File: config.mk
export PLATFORM = sky130hd
export DESIGN_NAME = fp_div_seq
export DESIGN_NICKNAME = d
export VERILOG_FILES = /design/src/rtl/fp_div_seq.sv
export SDC_FILE = /design/constraint.sdc
export NUM_CORES = 1
export LEC_CHECK = 0
export CORE_ASPECT_RATIO = 0.9
export CORE_MARGIN = 2
export CORE_UTILIZATION = 45
export CTS_BUF_LIST = sky130_fd_sc_hd__clkbuf_16
export CTS_CLUSTER_SIZE = 10
export DETAILED_ROUTE_END_ITERATION = 10
export MAX_ROUTING_LAYER = met4
export PLACE_DENSITY = 0.66
export SYNTH_ARGS = -nofsm -noshare
export SYNTH_HDL_FRONTEND = slang
export SYNTH_SLANG_ARGS = --single-unit
File: constraint.sdc
create_clock -name CLK -period 2.5 [get_ports CLK]
set_clock_uncertainty 0.1 [all_clocks]
set_input_delay 0.375 -clock CLK [delete_from_list [all_inputs] [get_ports CLK]]
set_output_delay 0.375 -clock CLK [all_outputs]
set_load 0.01 [all_outputs]
File: src/rtl/fp_div_seq.sv
// Sequential IEEE-754 single-precision divider: sign XOR, exponent subtract and
// re-bias, and a restoring divider producing MANT_W+2 quotient bits, one per clock.
module fp_div_seq #(
    parameter int BIAS   = 127,
    parameter int MANT_W = 23
) (
    input  logic        CLK,
    input  logic        nRST,
    input  logic        start,
    input  logic [31:0] op_a,
    input  logic [31:0] op_b,
    output logic        busy,
    output logic        done,
    output logic [31:0] result,
    output logic        ovf,
    output logic        unf,
    output logic        div_zero
);

    localparam int QW = MANT_W + 2;
    localparam int RW = MANT_W + 3;
    localparam int CW = $clog2(QW);
    localparam logic signed [9:0] E_BIAS = 10'(BIAS);

    typedef enum logic [1:0] {IDLE, DIV, NORM} state_t;

    state_t                 state;
    logic                   sign;
    logic signed [9:0]      e;
    logic [MANT_W:0]        mb;
    logic [RW-1:0]          r;
    logic [QW-1:0]          q;
    logic [CW-1:0]          count;

    logic [7:0]             ea, eb;
    logic [MANT_W-1:0]      fa, fb;
    logic                   sign_in;
    logic signed [9:0]      e_in;
    logic                   r_ge;
    logic [RW-1:0]          r_sub;
    logic signed [9:0]      e_n;
    logic [MANT_W-1:0]      frac;

    assign ea      = op_a[MANT_W+7:MANT_W];
    assign eb      = op_b[MANT_W+7:MANT_W];
    assign fa      = op_a[MANT_W-1:0];
    assign fb      = op_b[MANT_W-1:0];
    assign sign_in = op_a[31] ^ op_b[31];
    assign e_in    = $signed({2'b00, ea}) - $signed({2'b00, eb}) + E_BIAS;

    // One restoring step: subtract the divisor whenever the partial remainder covers it.
    assign r_ge  = (r >= {2'b00, mb});
    assign r_sub = r_ge ? (r - {2'b00, mb}) : r;

    // A quotient below 1.0 needs one left shift and an exponent decrement.
    always_comb begin
        e_n  = e;
        frac = q[QW-2:1];
        if (!q[QW-1]) begin
            e_n  = e - 10'sd1;
            frac = q[QW-3:0];
        end
    end

    // NOTE: asynchronous reset abandons any operation in flight and clears every
    // visible output, so a reset mid-divide can never produce a done pulse.
    always_ff @(posedge CLK or negedge nRST) begin
        if (!nRST) begin
            state    <= IDLE;
            busy     <= 1'b0;
            done     <= 1'b0;
            result   <= '0;
            ovf      <= 1'b0;
            unf      <= 1'b0;
            div_zero <= 1'b0;
            sign     <= 1'b0;
            e        <= '0;
            mb       <= '0;
            r        <= '0;
            q        <= '0;
            count    <= '0;
        end else begin
            case (state)
                IDLE: begin
                    done <= 1'b0;
                    if (start) begin
                        sign     <= sign_in;
                        e        <= e_in;
                        mb       <= {1'b1, fb};
                        r        <= {2'b00, 1'b1, fa};
                        q        <= '0;
                        count    <= '0;
                        ovf      <= 1'b0;
                        unf      <= 1'b0;
                        div_zero <= 1'b0;
                        // Special operands resolve in this single edge; denormals flush to zero.
                        if (ea == 8'hFF || eb == 8'hFF) begin
                            result <= 32'h7FC0_0000;
                            done   <= 1'b1;
                        end else if (eb == 8'h00) begin
                            result   <= {sign_in, 8'hFF, 23'h0};
                            div_zero <= 1'b1;
                            done     <= 1'b1;
                        end else if (ea == 8'h00) begin
                            result <= {sign_in, 31'h0};
                            done   <= 1'b1;
                        end else begin
                            state <= DIV;
                            busy  <= 1'b1;
                        end
                    end
                end

                DIV: begin
                    r     <= r_sub << 1;
                    q     <= {q[QW-2:0], r_ge};
                    count <= count + 1'b1;
                    if (count == CW'(QW - 1)) begin
                        state <= NORM;
                    end
                end

                NORM: begin
                    if (e_n >= 10'sd255) begin
                        result <= {sign, 8'hFF, 23'h0};
                        ovf    <= 1'b1;
                    end else if (e_n <= 10'sd0) begin
                        result <= {sign, 31'h0};
                        unf    <= 1'b1;
                    end else begin
                        result <= {sign, e_n[7:0], frac};
                    end
                    busy  <= 1'b0;
                    done  <= 1'b1;
                    state <= IDLE;
                end

                default: begin
                    state <= IDLE;
                    busy  <= 1'b0;
                end
            endcase
        end
    end

endmodule

Word-level counts from Yosys, hierarchy flattened --
Index checks and enable logic that the tools add are counted.
Cells by class: reduce and logical (&&, ||, !) cells 13, div/mod/pow operators 0, shift-type cells 0, add/subtract/negate cells 5, muxes and demuxes 40, magnitude comparators 3, multipliers 0, bitwise operators 2, equality and inequality tests 14
Operators by type and width (number):
- 2-to-1 mux 32 bit | 4
- one-hot mux 32 bit (2 select lines) | 1
- 2-to-1 mux 31 bit | 2
- one-hot mux 26 bit (2 select lines) | 1
- 2-to-1 mux 25 bit | 2
- one-hot mux 25 bit (2 select lines) | 1
- greater-or-equal comparator 26 x 24 -> 1 bit | 1
- 2-to-1 mux 26 bit | 1
- subtractor 25 x 24 -> 25 bit | 1
- 2-to-1 mux 23 bit | 1
- equality test 8 bit, second input constant | 2
- zero test 8 bit | 2
- != test 2 bit, second input constant | 8
- 2-to-1 mux 1 bit | 14
- adder 9 x 8 -> 10 bit, second input constant | 1
- greater-or-equal comparator 10 x 9 -> 1 bit, second input constant | 1
- less-or-equal comparator 10 x 1 -> 1 bit, second input constant | 1
- 2-to-1 mux 10 bit | 1
- 2-to-1 mux 2 bit | 5
- one-hot mux 5 bit (2 select lines) | 1
- AND reduction 5 bit | 2
- subtractor 10 x 2 -> 10 bit, second input constant | 1
- subtractor 8 x 8 -> 9 bit | 1
- one-hot mux 1 bit (2 select lines) | 4
- other kinds (15) | 18
Storage, ports and cells: logic and storage cells 90, bits in registers 130, input port bits 67, memories kept 0, RAM bits 0, ROM bits 0, output and inout port bits 37, bits in latches 0

Logic depth before layout (Yosys ltp) --
depth in word-level cells 6, gate-level depth with buffers 13, gate-level depth less buffers 12

Least setup slack after synthesis --
No wires, ideal clock.
path type register to register, from register mb[0], to register r[20], required time 2.263 ns, path slack -0.190 ns, arrival 2.453 ns, library setup time 0.137 ns, buffers on the path 2, stages on the path, launching flop included 13, clock period less this slack 2.690 ns, cell sequence dfrtp_1 > ha_1 > fa_1 > nor2b_1 > o31ai_1 > a21oi_1 > o211ai_1 > a21oi_2 > or2_1 > buf_2 > buf_4 > mux2i_1 > a21oi_1
On the way: cells in the longest elaborated chain, start to end 3, elaborated cells between the ends (all ways) 4, those cells by class 1 x add/sub; 1 x order compare; 2 x mux
RTL lines:
- from (decl) | line 30 | logic [MANT_W:0] mb;
- from (signal assigned) | line 89 | mb <= {1'b1, fb};
- subtractor 25 x 24 -> 25 bit or greater-or-equal comparator 26 x 24 -> 1 bit (tied branches) | line 53, 52
- 2-to-1 mux 25 bit * | line 53 | assign r_sub = r_ge ? (r - {2'b00, mb}) : r;
- one-hot mux 26 bit (2 select lines) * | line 83 | case (state)
- to (signal assigned) | line 90 | r <= {2'b00, 1'b1, fa};
- to (signal assigned) | line 115 | r <= r_sub << 1;
- to (decl) | line 31 | logic [RW-1:0] r;
Every way passes the cells marked *; elsewhere a longest branch is shown, timed or not. A chain may end at the register's enable or synchronous reset.

Worst setup path in the final report --
from register mb[0], to register r[17]
Same word-level chain as after synthesis.

==> out/summary.txt <==
Outcome - finished, violations left
Failing checks - setup timing
IO Pins - 104
Net count reported at finish - 1219
First-pass iteration count of the detailed router - 6
DRC violations left - 0
RSZ-0062 raised after global routing - yes
Worst path max stage delay - 0.42 ns
Bufs on Longest Clock Path - 2
CP delay by family, top - compound AO/OA/AOI/OAI gates
Drt wl/cell - 14.6 um
Die Span Y - 129 um
Non-filler cells, final - 1362
DR vias/cell - 5.17
Total CTS buffers - 17
Synthesized cell area - 0.00780 mm2
Row count - 45
CTS tree - yes
Synth area leaders - dfrtp_1, nand2_1, ha_1
Crit end category - register
Tcrit/Tclk final - 1.06
EDFF count, synth - 0
Worst hold path class - in2async
Most instantiated cells after synthesis - nand2_1, dfrtp_1, o21ai_0
WL met1 - 8.94 mm
Cells on worst reg2reg path - 11
WP data required - 2.75 ns
Core area - 0.0169 mm2
Top Layer Used - met4
Pin count of the biggest net entering global routing - 49
Hold WS - 0.342 ns
Layout cell share with drive strength beyond 1 - 0.267
# port buffers - 103
CP bufs+invs - 1
Setup_tns - -4.58 ns
Number of synthesized register bits - 130
R2R Path Start - mb[0]
Area Growth Syn to Fin - 45.1%
Top FF cell, synth - dfrtp_1
CP arrival - 2.91 ns
Routed wire length - 19.9 mm
Max VDD drop - 0.000732 V
Cells along the critical path - ha_4, fa_2, nor2b_4, o31ai_4, a21oi_2, buf_4, o211ai_1, a21boi_0, xor2_1, mux2i_4, a21oi_2
Final setup fails - 50
Slack of the worst reg-to-reg path - -0.16 ns
Total grt overflow - 0
Max-slew headroom - 0.640
Crit path max-delay cell type - fa_2
Mapped Cells - 886
Async SR Flop Fraction - 1.00
Startpoint Class - register
Top cell type's share of synthesized area - 0.417
Max Freq - 376 MHz
Top cell by count, worst path - a21oi_2
Power Dens Cells - 1410 mW/mm2
Syn Nets - 991
Unique masters post-synth - 67
Leakage - 5.04 nW
Final ANT Viol Nets - 0
Antenna violations before repair - 0
Die area - 0.0184 mm2
1st-iter DRT viols - 294
Count leader, synth - nand2_1
Via count - 7037
CP max FO - 3
Fin. max-slew vios - 0
Root buffer cell - clkbuf_16
Vias in the first global route - 6827
GPL Wtd Cong - 0.867
Fin. Hold Viols - 0
Met2 WL - 9.75 mm
Metal3 WL - 886 um
Syn. warnings - 0
Seq/Total Area, Yosys - 0.417
Area leader, netlist - dfrtp_1
Total GRT Usage - 0.226
Hpwl dp - 13.7 mm
First-pass GRT wire length - 32.3 mm
N_diodes - 0
Post-Place Cells - 1315
Clk slew on worst S/H paths - 0.06 ns
H-tree levels - 4
Clk_lat worst skew - 0.42 ns
Final WS setup - -0.156 ns
Crit path time final - 2.66 ns
Syn avg cell area - 8.81 um2
CTS sink cnt - 130
Die width - 143 um
Worst slew pin tran - 0.540 ns
Max Cap Viol - 0
Starting Density - 0.461
Reg2reg end - r[17]
Setup CP Type - reg2reg
[registers in the layout (all words and copies together), names as in the netlist]
name and flops:
busy 1, count 5, div_zero 1, done 1, e 10, mb 24
ovf 1, q 25, r 26, result 32, sign 1, state 2
unf 1
[what timing repair did]
action,in CTS,in global routing
hold buffers,1,0
pin swaps,14,45
hold endpoints to repair,26,0
endpoints found under the setup margin,61,62
gates cloned,0,1
buffers inserted,4,11
gates resized for setup,33,74
[worst max path at each step]
stage | start | to | slack [ns] | cells past startpoint
6_report | mb[0] | r[17] | -0.16 | 11
5_1_grt | mb[8] | r[5] | -0.25 | 13
4_1_cts | e[4] | result[17] | -0.12 | 8
3_5_place_dp | op_b[23] | e[8] | -0.55 | 12
3_3_place_gp | op_b[23] | e[8] | -0.51 | 12
2_1_floorplan | mb[0] | r[18] | -0.07 | 12
[per-stage QoR]
| step | setup WS, ns | power, mW | util | instance area (um2) |
|---|---|---|---|---|
| after floorplan | -0.0655 | 8.68 | - | 7900 |
| after global placement | -0.510 | 11.5 | 0.596 | 10100 |
| after detailed placement | -0.549 | 11.6 | 0.596 | 10100 |
| after CTS | -0.121 | 14.6 | 0.642 | 10900 |
| after global routing | -0.254 | 17.2 | 0.668 | 11300 |
| final | -0.156 | 15.9 | 0.668 | 11300 |
[cell usage in the layout, fill, tap and decap left out, drive strengths merged, types with 9 or more instances in the layout]
master / instances
clkdlybuf4s50: 98
inv: 62
and3: 22
dfrtp: 130
o211ai: 9
a21oi: 41
ha: 36
xnor2: 24
clkbuf: 18
nor2: 33
mux2i: 37
nand4: 11
buf: 149
a21o: 9
xor2: 13
a31oi: 11
nor2b: 9
nand2: 186
nand3: 15
o21ai: 102
[power breakdown]
| group | internal [mW] | leakage, nW | switching, mW |
|---|---|---|---|
| sequential | 2.90 | 1.63 | 0.590 |
| clock | 1.52 | 0.298 | 1.05 |
| combinational | 5.01 | 3.12 | 4.85 |
| total | 9.43 | 5.04 | 6.49 |
[layout make-up]
cell class	count	area [um2]
fillers	1384	5620
repair buffers	253	2320
multi-input cells	659	4650
flip-flops and latches	130	3250
well taps	235	294
inverters	53	199
clock inverters	15	188
clock buffers	17	425
[kinds of logic after synthesis]
group	Yosys count	share of synthesized area
buf+inv	97	0.0550
xor+xnor	37	0.0415
flops	130	0.417
simple gates	323	0.192
mux	38	0.0489
fa+ha+maj	38	0.0628
compound gates	223	0.183
[layer usage]
| metal | track usage | vias up |
|---|---|---|
| li1 | - | 3553 |
| met1 | 0.282 | 3313 |
| met2 | 0.380 | 145 |
| met3 | 0.0421 | 26 |
| met4 | 0.0559 | 0 |
| met5 | - | - |
No activity file was read; power rests on OpenSTA's default activity.
